--- config.mk ---
export PLATFORM = sky130hd
export DESIGN_NAME = approx_compressor_error_monitor
export DESIGN_NICKNAME = d
export VERILOG_FILES = /design/src/rtl/approx_compressor_error_monitor.sv
export SDC_FILE = /design/constraint.sdc
export NUM_CORES = 1
export LEC_CHECK = 0
export CORE_MARGIN = 4
export CORE_UTILIZATION = 52
export DETAILED_ROUTE_END_ITERATION = 16
export GPL_TIMING_DRIVEN = 0
export PLACE_DENSITY = 0.79
export SETUP_SLACK_MARGIN = 0.15
export SYNTH_ARGS = -nofsm -noshare
export SYNTH_HDL_FRONTEND = slang
export SYNTH_SLANG_ARGS = --single-unit
--- constraint.sdc ---
create_clock -name clk -period 4.9 [get_ports clk]
set_input_delay 0.98 -clock clk [delete_from_list [all_inputs] [get_ports clk]]
set_output_delay 0.98 -clock clk [all_outputs]
set_load 0.01 [all_outputs]
--- src/rtl/approx_compressor_error_monitor.sv ---
// approx_compressor_error_monitor
//
// Characterises an 8:2 approximate compressor. For every accepted sample it
// recomputes the exact population count of the operand vector, takes the
// absolute error distance against the compressor's 2-bit result, and folds
// that distance into statistics gathered over a programmed sample window.
//
// Ports:
//   clk, rst      clock, synchronous active-high reset
//   start         one-cycle pulse: clear statistics, open a window
//   num_samples   window length, captured on an accepted start
//   in_valid      sample valid
//   in_ready      monitor can accept a sample
//   in_vec        operand vector fed to the compressor
//   approx_sum    compressor result (bit1 weight 2, bit0 weight 1)
//   busy          window open or pipeline draining
//   done          statistics final; held until the next accepted start
//   sample_cnt    samples committed
//   err_cnt       samples whose error distance is non-zero
//   ed_sum        saturating sum of error distances
//   ed_max        largest error distance seen (0..8)
module approx_compressor_error_monitor #(
  parameter int CNT_W = 16,
  parameter int ACC_W = 24
) (
  input  logic             clk,
  input  logic             rst,
  input  logic             start,
  input  logic [CNT_W-1:0] num_samples,
  input  logic             in_valid,
  output logic             in_ready,
  input  logic [7:0]       in_vec,
  input  logic [1:0]       approx_sum,
  output logic             busy,
  output logic             done,
  output logic [CNT_W-1:0] sample_cnt,
  output logic [CNT_W-1:0] err_cnt,
  output logic [ACC_W-1:0] ed_sum,
  output logic [3:0]       ed_max
);

  typedef enum logic [1:0] {IDLE, RUN, DRAIN, DONE} state_t;

  state_t           state_reg;
  logic [CNT_W-1:0] target_reg;
  logic [CNT_W-1:0] accept_cnt_reg;
  logic [CNT_W-1:0] accept_cnt_next;

  // Stage 1: exact popcount and approximate value.
  logic             s1_valid_reg;
  logic [3:0]       s1_exact_reg;
  logic [1:0]       s1_approx_reg;
  // Stage 2: error distance.
  logic             s2_valid_reg;
  logic [3:0]       s2_ed_reg;

  logic             accept;
  logic [3:0]       popcount;
  logic [3:0]       ed_next;
  logic [ACC_W:0]   ed_sum_wide;
  logic [ACC_W-1:0] ed_sum_next;

  assign accept          = in_valid && in_ready;
  assign accept_cnt_next = accept_cnt_reg + 1'b1;

  // Ripple popcount as a chain of partial sums over the operand bits.
  logic [3:0] pc_partial [0:8];
  assign pc_partial[0] = 4'd0;
  generate
    for (genvar gi = 0; gi < 8; gi++) begin : g_popcount
      assign pc_partial[gi+1] = pc_partial[gi] + {3'b000, in_vec[gi]};
    end
  endgenerate
  assign popcount = pc_partial[8];

  // approx_sum already encodes 2*b1 + b0 as an unsigned value.
  assign ed_next = (s1_exact_reg >= {2'b00, s1_approx_reg})
                 ? s1_exact_reg - {2'b00, s1_approx_reg}
                 : {2'b00, s1_approx_reg} - s1_exact_reg;

  // One extra bit catches the carry; once set, the sum pins at all-ones.
  assign ed_sum_wide = {1'b0, ed_sum} + {{(ACC_W-3){1'b0}}, s2_ed_reg};
  assign ed_sum_next = ed_sum_wide[ACC_W] ? {ACC_W{1'b1}} : ed_sum_wide[ACC_W-1:0];

  always_ff @(posedge clk) begin
    if (rst) begin
      state_reg      <= IDLE;
      target_reg     <= '0;
      accept_cnt_reg <= '0;
      s1_valid_reg   <= 1'b0;
      s1_exact_reg   <= '0;
      s1_approx_reg  <= '0;
      s2_valid_reg   <= 1'b0;
      s2_ed_reg      <= '0;
      in_ready       <= 1'b0;
      busy           <= 1'b0;
      done           <= 1'b0;
      sample_cnt     <= '0;
      err_cnt        <= '0;
      ed_sum         <= '0;
      ed_max         <= '0;
    end else begin
      // Pipeline runs freely; no internal backpressure.
      s1_valid_reg <= accept;
      if (accept) begin
        s1_exact_reg  <= popcount;
        s1_approx_reg <= approx_sum;
      end
      s2_valid_reg <= s1_valid_reg;
      s2_ed_reg    <= ed_next;

      if (s2_valid_reg) begin
        sample_cnt <= sample_cnt + 1'b1;
        if (s2_ed_reg != 4'd0) err_cnt <= err_cnt + 1'b1;
        ed_sum <= ed_sum_next;
        if (s2_ed_reg > ed_max) ed_max <= s2_ed_reg;
      end

      case (state_reg)
        IDLE, DONE: begin
          // The pipeline is always empty here, so clearing cannot race a commit.
          if (start) begin
            target_reg     <= num_samples;
            accept_cnt_reg <= '0;
            sample_cnt     <= '0;
            err_cnt        <= '0;
            ed_sum         <= '0;
            ed_max         <= '0;
            done           <= 1'b0;
            busy           <= 1'b1;
            if (num_samples == '0) begin
              state_reg <= DRAIN;
              in_ready  <= 1'b0;
            end else begin
              state_reg <= RUN;
              in_ready  <= 1'b1;
            end
          end
        end
        RUN: begin
          if (accept) begin
            accept_cnt_reg <= accept_cnt_next;
            if (accept_cnt_next == target_reg) begin
              in_ready  <= 1'b0;
              state_reg <= DRAIN;
            end
          end
        end
        DRAIN: begin
          if (!s1_valid_reg && !s2_valid_reg) begin
            state_reg <= DONE;
            done      <= 1'b1;
            busy      <= 1'b0;
          end
        end
        default: state_reg <= IDLE;
      endcase
    end
  end

endmodule

==> load_flow_metrics.sql, run 1 <==
INSERT INTO impl_metrics (metric_group, metric, value, unit) VALUES
('critical_path', 'reg2regPathDepth', '9', ''),
('route', 'wl_per_cell', '14.2', 'um'),
('route', 'postRouteWirelength', '13100', 'um'),
('min_path', 'worst_hold_path_type', 'flip-flop to flip-flop', ''),
('critical_path', 'regToRegEndpoint', 'state_reg[0]', ''),
('timing', 'finalWorstPathRequiredPeriod', '3.61', 'ns'),
('global_route', 'grt_antenna_before_repair', '0', ''),
('critical_path', 'worstSetupStartpointType', 'input port', ''),
('global_route', 'globalRouteTotalUtil', '21.1', '%'),
('floorplanning', 'die-area', '12500', 'um2'),
('floorplanning', 'die_height', '112', 'um'),
('clocking', 'clock_tree.htree_level_count', '3', ''),
('route', 'drt-pass1-iter-count', '7', ''),
('clocking', 'cts_buffers', '9', ''),
('logic_synthesis', 'synth.distinct_cells', '55', ''),
('placement', 'dpl.hpwl', '10200', 'um'),
('clocking', 'count_of_instances_resized_after_the_clock_tree_is_built', '0', ''),
('final_layout', 'post_layout_nonfiller_instances', '926', ''),
('floorplanning', 'fp-row-count', '37', ''),
('logic_synthesis', 'synth-seq-cells', '109', ''),
('logic_synthesis', 'synth.yosys.seq_area_share', '39.1', '%'),
('clocking', 'worstSkewPairLatency', '0.37', 'ns'),
('pwr', 'pwr_density_cell', '327', 'nW/um2'),
('logic_synthesis', 'area_of_the_mapped_netlist', '5580', 'um2'),
('final_layout', 'final_layout_size_suffix_gt1_share', '3.92', '%'),
('global_route', 'grt_start_max_net_pins', '18', ''),
('job', 'cap_violations', '0', ''),
('logic_synthesis', 'proportion_of_synthesized_flip_flops_having_asynchronous_set_or_reset', '0', '%'),
('clocking', 'cts_root_buf', 'clkbuf_8', ''),
('timing', 'relSlewSlack', '45.4', '%'),
('timing', 'tns', '0', 'ns'),
('min_path', 'hold_wc_startpoint', 's1_valid_reg', ''),
('final_layout', 'layout_common_cells', '109 x dfxtp_1, 96 x nand2_1, 91 x clkdlybuf4s50_1, 89 x nor2_1, 64 x a21oi_1', ''),
('min_path', 'whs_path_depth', '1', ''),
('global_route', 'grt.busiest_layer', 'met2', ''),
('placement', 'numPortBuffers', '91', ''),
('final_layout', 'flow.area_growth_from_synthesis', '22.9', '%'),
('route', 'num_vias', '5112', ''),
('clocking', 'cts_setup_buffers', '0', ''),
('timing', 'setup_viol', '0', ''),
('route', 'remaining_drc_errors', '0', ''),
('critical_path', 'critical_path_arrival', '3.91', 'ns'),
('floorplanning', 'floorplan.initialDensity', '53.8', '%'),
('clocking', 'tritoncts', 'built', ''),
('timing', 'fmaxAchievable', '277', 'MHz'),
('clocking', 'clk_transition_reported_paths', '0.10', 'ns'),
('timing', 'worst-slew-pin-transition', '0.814', 'ns'),
('critical_path', 'critical_path_class', 'input port to flip-flop', ''),
('timing', 'whs', '0.467', 'ns'),
('final_layout', 'fillCellCount', '897', ''),
('final_layout', 'layout.cells.most_common', 'dfxtp_1', ''),
('timing', 'clock-skew-final', '0.0101', 'ns'),
('final_layout', 'register_cell_area_after_layout', '2180', 'um2'),
('pwr', 'max-vdd-ir-drop', '0.222', 'mV'),
('final_layout', 'nNetsFinal', '844', ''),
('critical_path', 'critPathMaxFanout', '2', ''),
('pwr', 'leakage_power_figure', '2.45', 'nW'),
('critical_path', 'cp-end-kind', 'flip-flop', ''),
('timing', 'rsz0062_at_grt', 'no', ''),
('floorplanning', 'core_region_area', '10400', 'um2'),
('critical_path', 'worstReg2RegStart', 'accept_cnt_reg[0]', ''),
('global_route', 'grt-ovfl-total', '0', ''),
('route', 'final_antenna_net_count', '0', ''),
('placement', 'number_of_instances_in_the_placed_design', '911', ''),
('status', 'status', 'complete, no violations', ''),
('global_route', 'grt_met2_usage', '36.9', '%'),
('final_layout', 'biggest_register', 'ed_sum', ''),
('timing', 'final_hold_viol_count', '0', ''),
('route', 'avgViaCountPerCell', '5.52', ''),
('critical_path', 'critical_path_required', '5.21', 'ns'),
('logic_synthesis', 'synth_warnings', '0', '');
==> synth_stat cells, drive strengths merged, types with 2 or more instances <==
| library cell | n | area share [%] |
|---|---|---|
| clkbuf | 22 | 1.5 |
| buf | 8 | 0.85 |
| nand2b | 4 | 0.45 |
| inv | 32 | 2.2 |
| and2 | 5 | 0.56 |
| ha | 21 | 4.7 |
| o21ai | 20 | 1.8 |
| nor2b | 6 | 0.67 |
| or4 | 3 | 0.47 |
| a311oi | 4 | 0.63 |
| xor2 | 37 | 5.8 |
| o311ai | 2 | 0.31 |
| xnor2 | 24 | 3.8 |
| a211oi | 6 | 0.81 |
| a31oi | 5 | 0.56 |
| dfxtp | 109 | 39 |
| nor3 | 9 | 0.81 |
| a21o | 4 | 0.54 |
| o211ai | 2 | 0.27 |
| a21oi | 64 | 5.7 |
| nor2 | 89 | 6.0 |
| or3 | 4 | 0.45 |
| fa | 7 | 2.5 |
| and3 | 11 | 1.2 |
| nand3 | 31 | 3.0 |
| nand2 | 96 | 6.5 |
| nor4 | 8 | 0.90 |
| o41ai | 2 | 0.31 |
| o221a | 2 | 0.40 |
| nand4 | 16 | 1.8 |
| mux2i | 10 | 1.8 |
| o31ai | 2 | 0.27 |
==> critical path, stage by stage <==
cell and delay, ns:
clkdlybuf4s50_1 0.43, fa_1 0.54, inv_1 0.05, fa_1 0.50, fa_1 0.41, inv_1 0.07
ha_1 0.16, inv_1 0.06, fa_1 0.37, xnor2_1 0.14, nand2_1 0.07, a21oi_1 0.15
==> power by group <==
part | total (mW) | leakage, nW | switching, mW | internal [mW]
Clock | 0.556 | 0.0964 | 0.304 | 0.252
Sequential | 1.01 | 0.882 | 0.0641 | 0.949
Combinational | 0.675 | 1.48 | 0.412 | 0.263
==> cells by family (layout without fill, tap and decap cells) <==
logic type	count (synthesis)	after routing	synth area share [%]
muxes	11	11	2.00
DFF	109	109	39.1
AOI/OAI and AO/OA	126	126	14.0
buffers and inverters	62	168	4.49
and+or+nand+nor	287	287	23.6
adders and majority gates	28	28	7.22
xor gates and xnor gates	61	61	9.58
==> per-layer routing <==
metal	share of wire [%]	vias to the layer above	wire length (um)
li1	-	2544	-
met1	45	2383	5970
met2	47	163	6190
met3	5.6	22	737
met4	1.8	0	235
met5	0	-	0
==> final cells by class <==
cell class,instances,share of cell area (%)
multi-input combinational,513,45.9
sequential,109,31.8
timing repair buffer,91,13.3
tap,136,2.48
clock buffer,11,2.06
buffer,30,1.90
inverter,32,1.75
clock inverter,4,0.803
==> worst max-delay path by stage <==
stage	startpoint	to	slack [ns]	cells after the start
2_1_floorplan	in_vec[0]	s1_exact_reg[2]	1.48	11
3_3_place_gp	in_vec[0]	s1_exact_reg[2]	0.95	12
3_5_place_dp	in_vec[0]	s1_exact_reg[1]	0.90	10
4_1_cts	in_vec[0]	s1_exact_reg[1]	1.30	10
5_1_grt	in_vec[0]	s1_exact_reg[2]	1.13	12
6_report	in_vec[0]	s1_exact_reg[2]	1.29	12
==> stage by stage <==
step,utilization [%],total power [mW]
after global routing,66.1,2.39
after floorplan,-,1.50
after global placement,64.2,1.67
after CTS,66.1,2.25
final,66.1,2.24
after detailed placement,64.2,1.70
(Power assumes the default switching activity.)
==> run 2, diff against run 1 <==
--- a/config.mk
+++ b/config.mk
@@ -6,10 +6,10 @@
 export NUM_CORES = 1
 export LEC_CHECK = 0
 export CORE_MARGIN = 4
-export CORE_UTILIZATION = 52
+export CORE_UTILIZATION = 48
 export DETAILED_ROUTE_END_ITERATION = 16
 export GPL_TIMING_DRIVEN = 0
-export PLACE_DENSITY = 0.79
+export PLACE_DENSITY = 0.77
 export SETUP_SLACK_MARGIN = 0.15
 export SYNTH_ARGS = -nofsm -noshare
 export SYNTH_HDL_FRONTEND = slang
==> constraint.sdc (replaced) <==
create_clock -name clk -period 3.1 [get_ports clk]
set_input_delay 0.62 -clock clk [delete_from_list [all_inputs] [get_ports clk]]
set_output_delay 0.62 -clock clk [all_outputs]
set_load 0.01 [all_outputs]
==> load_flow_metrics.sql, run 2 (synthesized netlist as in run 1, its figures left out) <==
INSERT INTO impl_metrics (metric_group, metric, value, unit) VALUES
('status', 'status', 'complete, no violations', ''),
('final_layout', 'flow.area_growth_from_synthesis', '26.6', '%'),
('clocking', 'cts_buffers', '9', ''),
('global_route', 'grt_pass1_vias', '4969', ''),
('timing', 'final.setup.worst_slack', '0.194', 'ns'),
('route', 'num_vias', '5184', ''),
('floorplanning', 'die-width', '116', 'um'),
('route', 'wl_per_cell', '14.9', 'um'),
('floorplanning', 'die_height', '116', 'um'),
('timing', 'report.final.slew_viol_count', '0', ''),
('final_layout', 'multi_input_area', '3210', 'um2'),
('floorplanning', 'die-area', '13400', 'um2'),
('final_layout', 'nNetsFinal', '845', ''),
('job', 'cap_violations', '0', ''),
('final_layout', 'register_cell_area_after_layout', '2190', 'um2'),
('final_layout', 'final_layout_size_suffix_gt1_share', '6.82', '%'),
('timing', 'share_of_the_clock_period_used_by_the_worst_path', '93.7', '%'),
('timing', 'tns', '0', 'ns'),
('global_route', 'grt-ovfl-total', '0', ''),
('pwr', 'fin_total_pwr', '3.98', 'mW'),
('pwr', 'pwr_density_cell', '563', 'nW/um2'),
('floorplanning', 'floorplan.io_pins', '93', ''),
('pwr', 'power.net_switching', '1.31', 'mW'),
('floorplanning', 'core_region_area', '11400', 'um2'),
('placement', 'numPortBuffers', '91', ''),
('placement', 'dpl.hpwl', '10200', 'um'),
('global_route', 'grt_pass1_wl', '22500', 'um'),
('global_route', 'grt_start_max_net_pins', '18', ''),
('pwr', 'sw_frac_of_total', '32.9', '%'),
('clocking', 'cts_root_buf', 'clkbuf_16', ''),
('route', 'drt-pass1-iter-count', '5', ''),
('placement', 'post-place-ws', '-0.533', 'ns'),
('critical_path', 'cp.buffers_inverters', '0', ''),
('critical_path', 'critPathMaxFanout', '6', ''),
('final_layout', 'layout_common_cells', '106 x dfxtp_1, 96 x nand2_1, 88 x nor2_1, 88 x clkdlybuf4s50_1, 63 x a21oi_1', ''),
('timing', 'worst-slew-pin-transition', '0.673', 'ns'),
('critical_path', 'worstPathCellList', 'nand3_2 -> or4_4 -> o31a_1 -> a2111oi_4 -> a31oi_1 -> or4_1 -> o31ai_1', ''),
('route', 'initial_drt_markers', '450', ''),
('critical_path', 'critical_path_arrival', '3.17', 'ns'),
('final_layout', 'fillCellCount', '994', ''),
('timing', 'relSlewSlack', '54.6', '%'),
('timing', 'final_hold_viol_count', '0', ''),
('clocking', 'clk_transition_reported_paths', '0.07', 'ns'),
('min_path', 'worst_hold_path_type', 'flip-flop to flip-flop', ''),
('floorplanning', 'floorplan.initialDensity', '48.9', '%'),
('final_layout', 'post_layout_nonfiller_instances', '935', ''),
('final_layout', 'largest_register_ffs', '24', ''),
('timing', 'setup_viol', '0', ''),
('timing', 'clock-skew-final', '0.00701', 'ns'),
('route', 'postRouteWirelength', '13900', 'um'),
('global_route', 'grt_antenna_before_repair', '0', ''),
('critical_path', 'crit_family', 'simple AND/OR/NAND/NOR gates', ''),
('final_layout', 'biggest_register', 'ed_sum', ''),
('floorplanning', 'fp-row-count', '39', ''),
('placement', 'place.gp.congestion', '0.898', ''),
('critical_path', 'worstSetupStartpointType', 'flip-flop', ''),
('critical_path', 'cp-end-kind', 'flip-flop', ''),
('route', 'final_antenna_net_count', '0', ''),
('critical_path', 'critical_path_class', 'flip-flop to flip-flop', ''),
('route', 'remaining_drc_errors', '0', ''),
('pwr', 'power.share.clock', '31.6', '%'),
('pwr', 'leakage_power_figure', '2.53', 'nW'),
('critical_path', 'slowest_delay', '0.58', 'ns'),
('clocking', 'cts-hold-fix-buffers', '0', ''),
('timing', 'finalWorstPathRequiredPeriod', '2.91', 'ns'),
('pwr', 'intPower', '2.67', 'mW'),
('timing', 'fmaxAchievable', '344', 'MHz'),
('global_route', 'globalRouteTotalUtil', '20.6', '%'),
('pwr', 'max-vdd-ir-drop', '0.436', 'mV'),
('timing', 'rsz0062_at_grt', 'yes', ''),
('clocking', 'cts.sink_count', '109', ''),
('critical_path', 'critical_path_required', '3.37', 'ns'),
('pwr', 'sequentialPowerShare', '40.3', '%'),
('placement', 'number_of_instances_in_the_placed_design', '918', ''),
('final_layout', 'finish.instance_area', '7060', 'um2'),
('final_layout', 'num_antenna_cells', '0', ''),
('placement', 'placedInstanceArea', '6680', 'um2'),
('clocking', 'clock_tree.htree_level_count', '3', ''),
('final_layout', 'layout.cells.most_common', 'dfxtp_1', ''),
('pwr', 'comb_power_share', '28.0', '%'),
('clocking', 'tritoncts', 'built', ''),
('route', 'avgViaCountPerCell', '5.54', ''),
('clocking', 'worstSkewPairLatency', '0.36', 'ns'),
('clocking', 'clock_tree.buffer_depth', '2', ''),
('critical_path', 'worst_path_max_delay_cell', 'or4_4', '');
==> run 2: power by group through the flow <==
| stage | Sequential, mW | Combinational (mW) | Clock (mW) |
|---|---|---|---|
| 2_1_floorplan | 1.61 | 0.764 | 0 |
| 3_3_place_gp | 1.62 | 1.02 | 0 |
| 3_5_place_dp | 1.63 | 1.07 | 0 |
| 4_1_cts | 1.60 | 1.09 | 1.28 |
| 5_1_grt | 1.62 | 1.25 | 1.33 |
| 6_report | 1.60 | 1.11 | 1.26 |
==> run 2: path summary, 6_finish.rpt <==
| path | startpoint | end | slack, ns | cells past startpoint |
|---|---|---|---|---|
| setup / recovery | accept_cnt_reg[9] | state_reg[1] | 0.19 | 7 |
| hold / removal | target_reg[14] | target_reg[14] | 0.47 | 2 |
| setup reg to reg | accept_cnt_reg[9] | state_reg[1] | 0.19 | 7 |
| hold reg to reg | target_reg[14] | target_reg[14] | 0.47 | 2 |
==> run 2: worst reg2reg max path: cells and delay by family (launching register included) <==
kind / cells / cell delay, ns
and+or+nand+nor: 3 / 1.30
AOI/OAI and AO/OA: 4 / 1.04
DFF: 1 / 0.47
==> run 2: layout make-up <==
cell class                 count  area share, %
buffer                        30           1.88
sequential                   109           31.0
clock buffer                  11           3.44
tap                          143           2.53
timing repair buffer          92           12.9
inverter                      32           1.70
clock inverter                 5           1.17
multi-input combinational    513           45.4
==> run 2: metal layers <==
metal	vias up	track usage [%]	share of wire, %
li1	2548	-	-
met1	2454	25.3	43
met2	159	35.7	50
met3	23	3.34	5.4
met4	0	9.20	2.1
met5	-	0	0
==> run 2: per-stage QoR <==
step / utilization (%) / hold WS [ns]
after floorplan: - / 0.432
after global placement: 58.5 / 0.455
after detailed placement: 58.5 / 0.461
after CTS: 61.3 / 0.470
after global routing: 61.8 / 0.493
final: 61.8 / 0.468
==> run 2: what timing repair did <==
item | 4_1_cts | 5_1_grt
setup endpoints to repair | 2 | 22
pin swaps | 6 | 6
buffers inserted | 0 | 1
cloned | 0 | 0
resized for setup | 16 | 16
==> variant (config.mk and constraints of run 2) <==
Set the parameter `ACC_W` to 36 (it was 24).
--- a/src/rtl/approx_compressor_error_monitor.sv
+++ b/src/rtl/approx_compressor_error_monitor.sv
@@ -22,5 +22,5 @@
 module approx_compressor_error_monitor #(
   parameter int CNT_W = 16,
-  parameter int ACC_W = 24
+  parameter int ACC_W = 36
 ) (
   input  logic             clk,
Ports: changed (resized ed_sum); port bits go from 93 to 105. The function was not compared with the original's and may differ.
==> variant against run 2 <==
Core utilization grew 2.3 points. Routed wire length increased by 13%. Clock skew about the same. Final area increased by 16%. Largest power group is now clock. Area after synthesis is 13% higher. Highest routed layer unchanged. Setup slack got worse by 0.037 ns. First-iteration DRC count down 17%. Power is 23% higher. Non-clock buffer count rose by 21. Sequential cell count rose by 12. Largest cell class unchanged.
==> variant: results <==
{
  "cp-endpoint": "s1_exact_reg[1]$_SDFFE_PP0P_",
  "postSynthCellCount": 777,
  "slowest_stage": "fa_1",
  "synth_area_leaders": "dfxtp_1 (38%), a21oi_1 (6.8%), xor2_1 (6.0%)",
  "ir_drop_mv": 0.467,
  "holdPathStages": 1,
  "cp.arrival_ns": 3.23,
  "cp-startpoint": "in_vec[0]",
  "synth_fp_nets": 835,
  "vias": 5956,
  "wl_per_cell_um": 14.5,
  "dp_cells": 1053,
  "min-delay-start": "s1_valid_reg$_SDFF_PP0_",
  "yosys.area_share.xor_xnor_pct": 10.4,
  "initialDrtViolationCount": 373,
  "reg2reg_to": "state_reg[0]$_SDFFE_PP0P_",
  "holdWs_ns": 0.462,
  "path_clk_slew_ns": 0.05,
  "post-dp-hpwl_um": 11500,
  "grt_pass1_wl_um": 26100,
  "grt_max_degree": 17,
  "synth.area.mux_share_pct": 1.59,
  "crit_fanout": 2,
  "n_fill_cell": 1140,
  "clkLatencyLatePin_ns": 0.42,
  "r2r_slack_ns": 0.36,
  "skew_ns": 0.00667,
  "track_usage_pct": 21.8,
  "final_nets": 959,
  "synth_compound_area_share_pct": 12.7,
  "final_layout_size_suffix_gt1_share_pct": 5.91,
  "yosys-top-cells-count": "dfxtp_1 (121), nand2_1 (98), a21oi_1 (86)",
  "place.gp.congestion": 0.948,
  "place_area_um2": 7560,
  "reg2reg_depth": 8,
  "status": "finished clean",
  "ys_seq_area_share_pct": 38.4,
  "largest_reg_flops": 36,
  "synth.distinct_cells": 53,
  "r2r_start": "accept_cnt_reg[0]$_SDFFE_PP0P_",
  "grt_pass1_vias": 5521,
  "relSlewSlack_pct": 56.9
}
-- variant: layout make-up --
| cell class | count | area share (%) |
|---|---|---|
| Multi-Input combinational cell | 585 | 44.2 |
| Tap cell | 172 | 2.64 |
| Clock inverter | 7 | 1.13 |
| Clock buffer | 24 | 5.90 |
| Inverter | 33 | 1.52 |
| Timing Repair Buffer | 105 | 12.8 |
| Sequential cell | 121 | 29.7 |
| Buffer | 38 | 2.06 |
-- variant: where the power goes --
| group | total, mW | switching (mW) | internal, mW |
|---|---|---|---|
| Combinational | 1.18 | 0.747 | 0.435 |
| Clock | 1.93 | 0.688 | 1.24 |
| Sequential | 1.77 | 0.112 | 1.66 |
-- variant: stage by stage --
step	setup TNS [ns]	util, %
final	0	64.1
after global routing	0	64.1
after CTS	0	63.9
after detailed placement	-1.63	59.4
after global placement	-1.55	59.4
after floorplan	-0.0301	-
-- variant: logic make-up after synthesis --
logic type                 Yosys count
muxes                               10
xor gates and xnor gates            74
DFF                                121
AOI/OAI and AO/OA                  142
and+or+nand+nor                    331
adders and majority gates           28
buffers and inverters               71
-- variant: per-layer routing --
layer	GRT usage (%)	wire length, µm	vias to the layer above
li1	-	-	2950
met1	27.6	7150	2781
met2	36.3	7260	199
met3	4.56	1030	26
met4	8.96	324	0
met5	0	0	-
-- variant: timing repair --
item | in CTS | in global routing
gates cloned | 0 | 0
setup buffers | 0 | 1
pin swaps | 6 | 5
gates resized for setup | 16 | 4
endpoints found under the setup margin | 3 | 6
-- variant: critical path: cells and delay by family --
| kind | cells | cell delay [ns] |
|---|---|---|
| AO/OA/AOI/OAI | 1 | 0.12 |
| buffers and inverters | 4 | 0.25 |
| adder cells (fa/ha/maj) | 5 | 2.15 |
| AND/OR/NAND/NOR | 2 | 0.09 |
